`src/rtl/fifo_rd_drain_pkg.sv`:
```
// Shared types and constants for the fifo_asy read-side drain: FSM encoding, skid depth, credit rule.
package fifo_rd_drain_pkg;

    typedef enum logic [1:0] {
        ST_IDLE  = 2'd0,
        ST_RUN   = 2'd1,
        ST_STALL = 2'd2
    } drain_state_e;

    localparam int SKID_DEPTH = 2;

    typedef logic [1:0] occ_t;

    // A new read may be issued only if every word already owed to us still fits in the skid buffer.
    function automatic logic credit_avail(input occ_t occ, input logic inflight);
        return ({1'b0, occ} + {2'b00, inflight}) < 3'(SKID_DEPTH);
    endfunction

endpackage

```
`src/rtl/fifo_rd_drain_if.sv`:
```
// FIFO read bus plus downstream valid/ready stream seen by the drain block.
interface fifo_rd_drain_if #(
    parameter int wd = 4
);
    logic          empty;
    logic          rd_en;
    logic [wd-1:0] rdata;
    logic          rdata_valid;
    logic          out_valid;
    logic          out_ready;
    logic [wd-1:0] out_data;

    modport master (
        input  empty, rdata, rdata_valid, out_ready,
        output rd_en, out_valid, out_data
    );

    modport slave (
        output empty, rdata, rdata_valid, out_ready,
        input  rd_en, out_valid, out_data
    );
endinterface

```
`src/rtl/fifo_rd_drain_skid2.sv`:
```
// Two-entry in-order push/pop buffer; entry 0 is always the head presented downstream.
module fifo_rd_drain_skid2
    import fifo_rd_drain_pkg::*;
#(
    parameter int wd = 4
) (
    input  logic          clk,
    input  logic          rst,
    input  logic          push_i,
    input  logic [wd-1:0] din_i,
    input  logic          pop_i,
    output logic [wd-1:0] dout_o,
    output occ_t          occ_o,
    output logic          ovf_o
);

    logic [1:0][wd-1:0] mem_q, mem_d;
    occ_t               occ_q, occ_d;
    logic               pop_eff;
    logic               push_eff;

    always_comb begin
        mem_d    = mem_q;
        occ_d    = occ_q;
        pop_eff  = pop_i && (occ_q != 2'd0);
        // A full buffer can still take a word on the same edge it releases one.
        push_eff = push_i && ((occ_q != 2'(SKID_DEPTH)) || pop_eff);
        ovf_o    = push_i && !push_eff;
        case ({push_eff, pop_eff})
            2'b10: begin
                if (occ_q == 2'd0) mem_d[0] = din_i;
                else               mem_d[1] = din_i;
                occ_d = occ_q + 2'd1;
            end
            2'b01: begin
                if (occ_q == 2'd2) mem_d[0] = mem_q[1];
                occ_d = occ_q - 2'd1;
            end
            2'b11: begin
                if (occ_q == 2'd1) begin
                    mem_d[0] = din_i;
                end else begin
                    mem_d[0] = mem_q[1];
                    mem_d[1] = din_i;
                end
            end
            default: ;
        endcase
    end

    always_ff @(posedge clk or posedge rst) begin
        if (rst) begin
            mem_q <= '0;
            occ_q <= 2'd0;
        end else begin
            mem_q <= mem_d;
            occ_q <= occ_d;
        end
    end

    assign dout_o = mem_q[0];
    assign occ_o  = occ_q;

endmodule

```
`src/rtl/fifo_rd_drain.sv`:
```
// Read-domain consumer for fifo_asy: credit-limited reads into a 2-deep skid buffer, stream output,
// incrementing-pattern checker, capture counter and sticky protocol error.
//
//  state | meaning
//  IDLE  | not reading: enable low or FIFO empty
//  RUN   | issuing reads, credit available
//  STALL | skid buffer plus in-flight word fill the credit, waiting for a pop
module fifo_rd_drain
    import fifo_rd_drain_pkg::*;
#(
    parameter int wd    = 4,
    parameter int cnt_w = 16
) (
    input  logic             rclk,
    input  logic             rst,
    input  logic             enable_i,
    fifo_rd_drain_if.master  bus,
    output logic [cnt_w-1:0] word_cnt_o,
    output logic             seq_err_o,
    output logic             proto_err_o
);

    drain_state_e     state_q;
    logic             inflight_q, inflight_d;
    logic             first_q, first_d;
    logic [wd-1:0]    expect_q, expect_d;
    logic [cnt_w-1:0] cnt_q, cnt_d;
    logic             seq_err_q, seq_err_d;
    logic             proto_err_q, proto_err_d;

    occ_t             occ;
    logic             ovf;
    logic             credit;
    logic             rd_en;
    logic             pop;

    assign credit = credit_avail(occ, inflight_q);
    // Gated by rst so no read is accepted while the block is held in reset.
    assign rd_en  = !rst && enable_i && !bus.empty && credit;
    assign pop    = bus.out_valid && bus.out_ready;

    assign bus.rd_en     = rd_en;
    assign bus.out_valid = (occ != 2'd0);

    fifo_rd_drain_skid2 #(.wd(wd)) u_skid (
        .clk    (rclk),
        .rst    (rst),
        .push_i (bus.rdata_valid),
        .din_i  (bus.rdata),
        .pop_i  (pop),
        .dout_o (bus.out_data),
        .occ_o  (occ),
        .ovf_o  (ovf)
    );

    always_ff @(posedge rclk or posedge rst) begin
        if (rst) begin
            state_q <= ST_IDLE;
        end else begin
            unique case (state_q)
                ST_IDLE: begin
                    if (rd_en) state_q <= ST_RUN;
                end
                ST_RUN: begin
                    if (!enable_i || bus.empty) state_q <= ST_IDLE;
                    else if (!credit)           state_q <= ST_STALL;
                end
                ST_STALL: begin
                    if (!enable_i || bus.empty) state_q <= ST_IDLE;
                    else if (credit)            state_q <= ST_RUN;
                end
                default: state_q <= ST_IDLE;
            endcase
        end
    end

    always_comb begin
        inflight_d  = inflight_q;
        first_d     = first_q;
        expect_d    = expect_q;
        cnt_d       = cnt_q;
        seq_err_d   = seq_err_q;
        proto_err_d = proto_err_q;

        if (rd_en)                inflight_d = 1'b1;
        else if (bus.rdata_valid) inflight_d = 1'b0;

        if (bus.rdata_valid) begin
            cnt_d    = cnt_q + cnt_w'(1);
            // Always resync so a single bad word raises one event, not a cascade.
            expect_d = bus.rdata + wd'(1);
            first_d  = 1'b0;
            if (!first_q && (bus.rdata != expect_q)) seq_err_d = 1'b1;
            if (!inflight_q)                          proto_err_d = 1'b1;
        end
        if (ovf) proto_err_d = 1'b1;
    end

    always_ff @(posedge rclk or posedge rst) begin
        if (rst) begin
            inflight_q  <= 1'b0;
            first_q     <= 1'b1;
            expect_q    <= '0;
            cnt_q       <= '0;
            seq_err_q   <= 1'b0;
            proto_err_q <= 1'b0;
        end else begin
            inflight_q  <= inflight_d;
            first_q     <= first_d;
            expect_q    <= expect_d;
            cnt_q       <= cnt_d;
            seq_err_q   <= seq_err_d;
            proto_err_q <= proto_err_d;
        end
    end

    assign word_cnt_o  = cnt_q;
    assign seq_err_o   = seq_err_q;
    assign proto_err_o = proto_err_q;

endmodule
```
`src/flat_wrapper.sv`:
```
// flat-port wrapper written by rule: the top's interface ports become plain ports
module fifo_rd_drain_flat import fifo_rd_drain_pkg::*;
#(
    parameter int wd    = 4,
    parameter int cnt_w = 16
)
  (rclk, rst, enable_i, word_cnt_o, seq_err_o, proto_err_o, bus_empty, bus_rdata, bus_rdata_valid, bus_out_ready, bus_rd_en, bus_out_valid, bus_out_data);
  fifo_rd_drain_if #(.wd(wd)) bus_i ();
  input  logic rclk;
  input  logic rst;
  input  logic enable_i;
  output logic [cnt_w-1:0] word_cnt_o;
  output logic seq_err_o;
  output logic proto_err_o;
  input wire logic [$bits(bus_i.empty)-1:0] bus_empty;
  input wire logic [$bits(bus_i.rdata)-1:0] bus_rdata;
  input wire logic [$bits(bus_i.rdata_valid)-1:0] bus_rdata_valid;
  input wire logic [$bits(bus_i.out_ready)-1:0] bus_out_ready;
  output wire logic [$bits(bus_i.rd_en)-1:0] bus_rd_en;
  output wire logic [$bits(bus_i.out_valid)-1:0] bus_out_valid;
  output wire logic [$bits(bus_i.out_data)-1:0] bus_out_data;
  assign bus_i.empty = bus_empty;
  assign bus_i.rdata = bus_rdata;
  assign bus_i.rdata_valid = bus_rdata_valid;
  assign bus_i.out_ready = bus_out_ready;
  assign bus_rd_en = bus_i.rd_en;
  assign bus_out_valid = bus_i.out_valid;
  assign bus_out_data = bus_i.out_data;
  fifo_rd_drain #(.wd(wd), .cnt_w(cnt_w)) u_core (.rclk(rclk), .rst(rst), .enable_i(enable_i), .bus(bus_i), .word_cnt_o(word_cnt_o), .seq_err_o(seq_err_o), .proto_err_o(proto_err_o));
endmodule
```
`config.mk`:
```
export PLATFORM = sky130hd
export DESIGN_NAME = fifo_rd_drain_flat
export DESIGN_NICKNAME = d
export VERILOG_FILES = /design/src/rtl/fifo_rd_drain_pkg.sv /design/src/rtl/fifo_rd_drain_if.sv /design/src/rtl/fifo_rd_drain_skid2.sv /design/src/rtl/fifo_rd_drain.sv /design/src/flat_wrapper.sv
export SDC_FILE = /design/constraint.sdc
export NUM_CORES = 1
export LEC_CHECK = 0
export BUFFER_PORTS_ARGS = -buffer_cell sky130_fd_sc_hd__clkbuf_2
export CAP_MARGIN = 20
export CORE_ASPECT_RATIO = 0.5
export CORE_MARGIN = 5
export CORE_UTILIZATION = 24
export CTS_CLUSTER_DIAMETER = 80
export DETAILED_ROUTE_END_ITERATION = 8
export PLACE_DENSITY_LB_ADDON = 0.12
export SLEW_MARGIN = 20
export SYNTH_ARGS = -nofsm -noshare
export SYNTH_HDL_FRONTEND = slang
export SYNTH_SLANG_ARGS = --single-unit
```
`constraint.sdc`:
```
create_clock -name rclk -period 1.65 [get_ports rclk]
set_input_delay 0.33 -clock rclk [delete_from_list [all_inputs] [get_ports rclk]]
set_output_delay 0.33 -clock rclk [all_outputs]
set_load 0.01 [all_outputs]
```
==> impl_metrics.json <==
{
  "setup_viol_count_final": 0,
  "leakagePower_uw": 0.00103,
  "finalMaxSlewViolations": 0,
  "rsz0062_at_grt": "false",
  "grt_overflow": 0,
  "status": "complete, no violations",
  "path_clk_slew_ns": 0.05,
  "synth_area_mm2": 0.00167,
  "drive_gt1_share_pct": 33.9,
  "hold_violations": 0,
  "layout_setup_ws_ns": 0.0929,
  "clock-sinks": 34,
  "grt_max_degree": 35,
  "cts_root_buffer": "clkbuf_16",
  "power.density_mw_per_mm2": 1540,
  "detail-route-antenna-nets": 0,
  "firstDrtPassIters": 4,
  "synth_seq_cells": 34,
  "max_freq_mhz": 642,
  "antenna_found_initial": 0,
  "maxCapViolCount": 0,
  "syn-num-nets": 163,
  "rows": 21,
  "syn_inst": 148,
  "wl_per_cell_um": 12.8,
  "skew_ns": 0.00281,
  "core-area_mm2": 0.00673,
  "track_usage_pct": 8.80,
  "cts_tree": "built",
  "fin_util_pct": 31.7,
  "fin_crit_ns": 1.56,
  "die_w_um": 128,
  "end_kind": "output pin",
  "pre_cts_ws_ns": 0.147,
  "vias": 1185,
  "dominantRegCellSynth": "dfrtp_1",
  "diodes": 0,
  "startpoint_type": "flip-flop",
  "required_ns": 1.32,
  "insertion_delay_ns": 0.27,
  "drc": 0,
  "arrival_ns": 1.23,
  "ys_seq_area_share_pct": 50.9,
  "nets": 206,
  "slew_headroom_pct": 69.7,
  "dp.final_hpwl_mm": 2.62,
  "cts_made_buffers": 5,
  "synth-edff-count": 0,
  "hold_path.class": "in2async",
  "drt-initial-drc-count": 35,
  "start_util_pct": 24.9,
  "holdBufCountCts": 0,
  "syn_avg_cell_area_um2": 11.3,
  "cts.path.max_buffers": 2,
  "routed_wl_mm": 3.63,
  "synth_cell_types": 30,
  "ys.warnings.count": 0,
  "grt_first_pass_wirelength_mm": 6.07,
  "chipHeight_um": 69.0,
  "grt_pass1_vias": 1200,
  "routabilityCongestion": 0.719,
  "critPathMaxFanout": 4,
  "path_class": "reg2out",
  "vias_per_cell": 4.17,
  "ios": 34,
  "peakVddDrop_uv": 426,
  "synthToLayoutAreaGrowth_pct": 27.5,
  "worst_slew_pin_slew_ns": 0.454,
  "htreeDepth": 2,
  "tns_ns": 0,
  "port_buffers": 33,
  "async_flop_share_pct": 100,
  "final_cell_mix": "clkbuf_2, dfrtp_1, nor2_1, xor2_1, a21oi_1",
  "die_area_mm2": 0.00884,
  "fin_crit_sh_pct": 94.4
}
-- area by class of cell --
type / instances / area, µm²
Timing Repair Buffer: 42 / 233
Tap cell: 92 / 115
Sequential cell: 34 / 852
Inverter: 8 / 30.0
Multi-Input combinational cell: 100 / 756
Clock buffer: 7 / 143
Clock inverter: 1 / 5.00
Fill cell: 729 / 4590
-- critical path: stages, from the launching register on --
cell and delay [ns]:
dfrtp_1 0.39, inv_1 0.08, ha_1 0.23, inv_1 0.10, clkbuf_2 0.15
-- state kept, by name, summed over array words and instances (netlist names) --
signal / count
u_core.word_cnt_o: 16
u_core.expect_q: 4
u_core.u_skid.dout_o: 4
u_core.u_skid.mem_q: 4
u_core.u_skid.occ_o: 2
u_core.first_q: 1
u_core.inflight_q: 1
u_core.proto_err_o: 1
u_core.seq_err_o: 1
-- routing by layer --
metal | track usage, % | wire [µm] | vias to the layer above | share of wire, %
li1 | - | - | 589 | -
met1 | 11.4 | 1760 | 572 | 48
met2 | 13.3 | 1680 | 20 | 46
met3 | 3.47 | 146 | 4 | 4.0
met4 | 3.18 | 53 | 0 | 1.5
met5 | 0 | 0 | - | 0
-- kinds of logic after synthesis --
| logic type | count (synthesis) | synth area share (%) |
|---|---|---|
| multiplexers | 13 | 8.23 |
| adder cells (fa/ha/maj) | 5 | 3.74 |
| AND/OR/NAND/NOR | 43 | 15.5 |
| flip-flops | 34 | 50.9 |
| buffers and inverters | 14 | 4.34 |
| AO/OA/AOI/OAI | 17 | 5.76 |
| XOR/XNOR | 22 | 11.5 |
-- worst paths after layout --
check                                                   start                            endpoint  slack, ns  cells after the start
max                        u_core.u_skid.occ_o[0]$_DFFE_PP0P_                       bus_out_valid       0.09                      4
min                                                       rst  u_core.u_skid.occ_o[0]$_DFFE_PP0P_       0.14                      3
max reg2reg                u_core.u_skid.occ_o[0]$_DFFE_PP0P_  u_core.u_skid.mem_q[5]$_DFFE_PP0P_       0.12                      5
min reg2reg                 u_core.word_cnt_o[15]$_DFFE_PP0P_   u_core.word_cnt_o[15]$_DFFE_PP0P_       0.47                      1
max in group asynchronous                                 rst          u_core.first_q$_DFFE_PP1P_       1.16                      3
min in group rclk                                bus_rdata[0]      u_core.expect_q[0]$_DFFE_PP0P_       0.36                      2
-- cell usage after synthesis, drive strengths merged, types with 2 or more instances --
| cell | n | area share, % |
|---|---|---|
| nor3 | 2 | 1.2 |
| mux2i | 7 | 4.2 |
| and4 | 2 | 1.3 |
| and3 | 2 | 1.0 |
| xor2 | 12 | 6.3 |
| nor4 | 2 | 1.6 |
| nand2 | 10 | 2.2 |
| a21oi | 11 | 3.3 |
| nand3 | 6 | 2.5 |
| dfrtp | 33 | 49 |
| inv | 8 | 1.8 |
| xnor2 | 10 | 5.2 |
| a21o | 3 | 1.3 |
| mux2 | 6 | 4.0 |
| ha | 5 | 3.7 |
| nand4 | 4 | 1.9 |
| nor2 | 13 | 2.9 |
| buf | 6 | 2.5 |
-- where the power goes --
group | internal, µW | leakage, µW | switching [µW]
registers | 1060 | 0.000409 | 219
clock network | 598 | 0.0000739 | 336
logic | 540 | 0.000545 | 522
total | 2200 | 0.00103 | 1080
-- stage by stage --
stage | instances | total power [µW] | hold WS, ns | area, µm²
6_report | 284 | 3280 | 0.141 | 2130
2_1_floorplan | 148 | 1990 | 0.426 | 1670
5_1_grt | 284 | 3520 | 0.196 | 2130
4_1_cts | 280 | 3260 | 0.164 | 2100
3_3_place_gp | 272 | 2280 | 0.451 | 1950
3_5_place_dp | 272 | 2290 | 0.462 | 1950
-- what timing repair did --
action,4_1_cts,5_1_grt
buffers inserted,0,4
resized for setup,0,1
endpoints found under the setup margin,0,4
No activity file was read; power rests on OpenSTA's default activity.
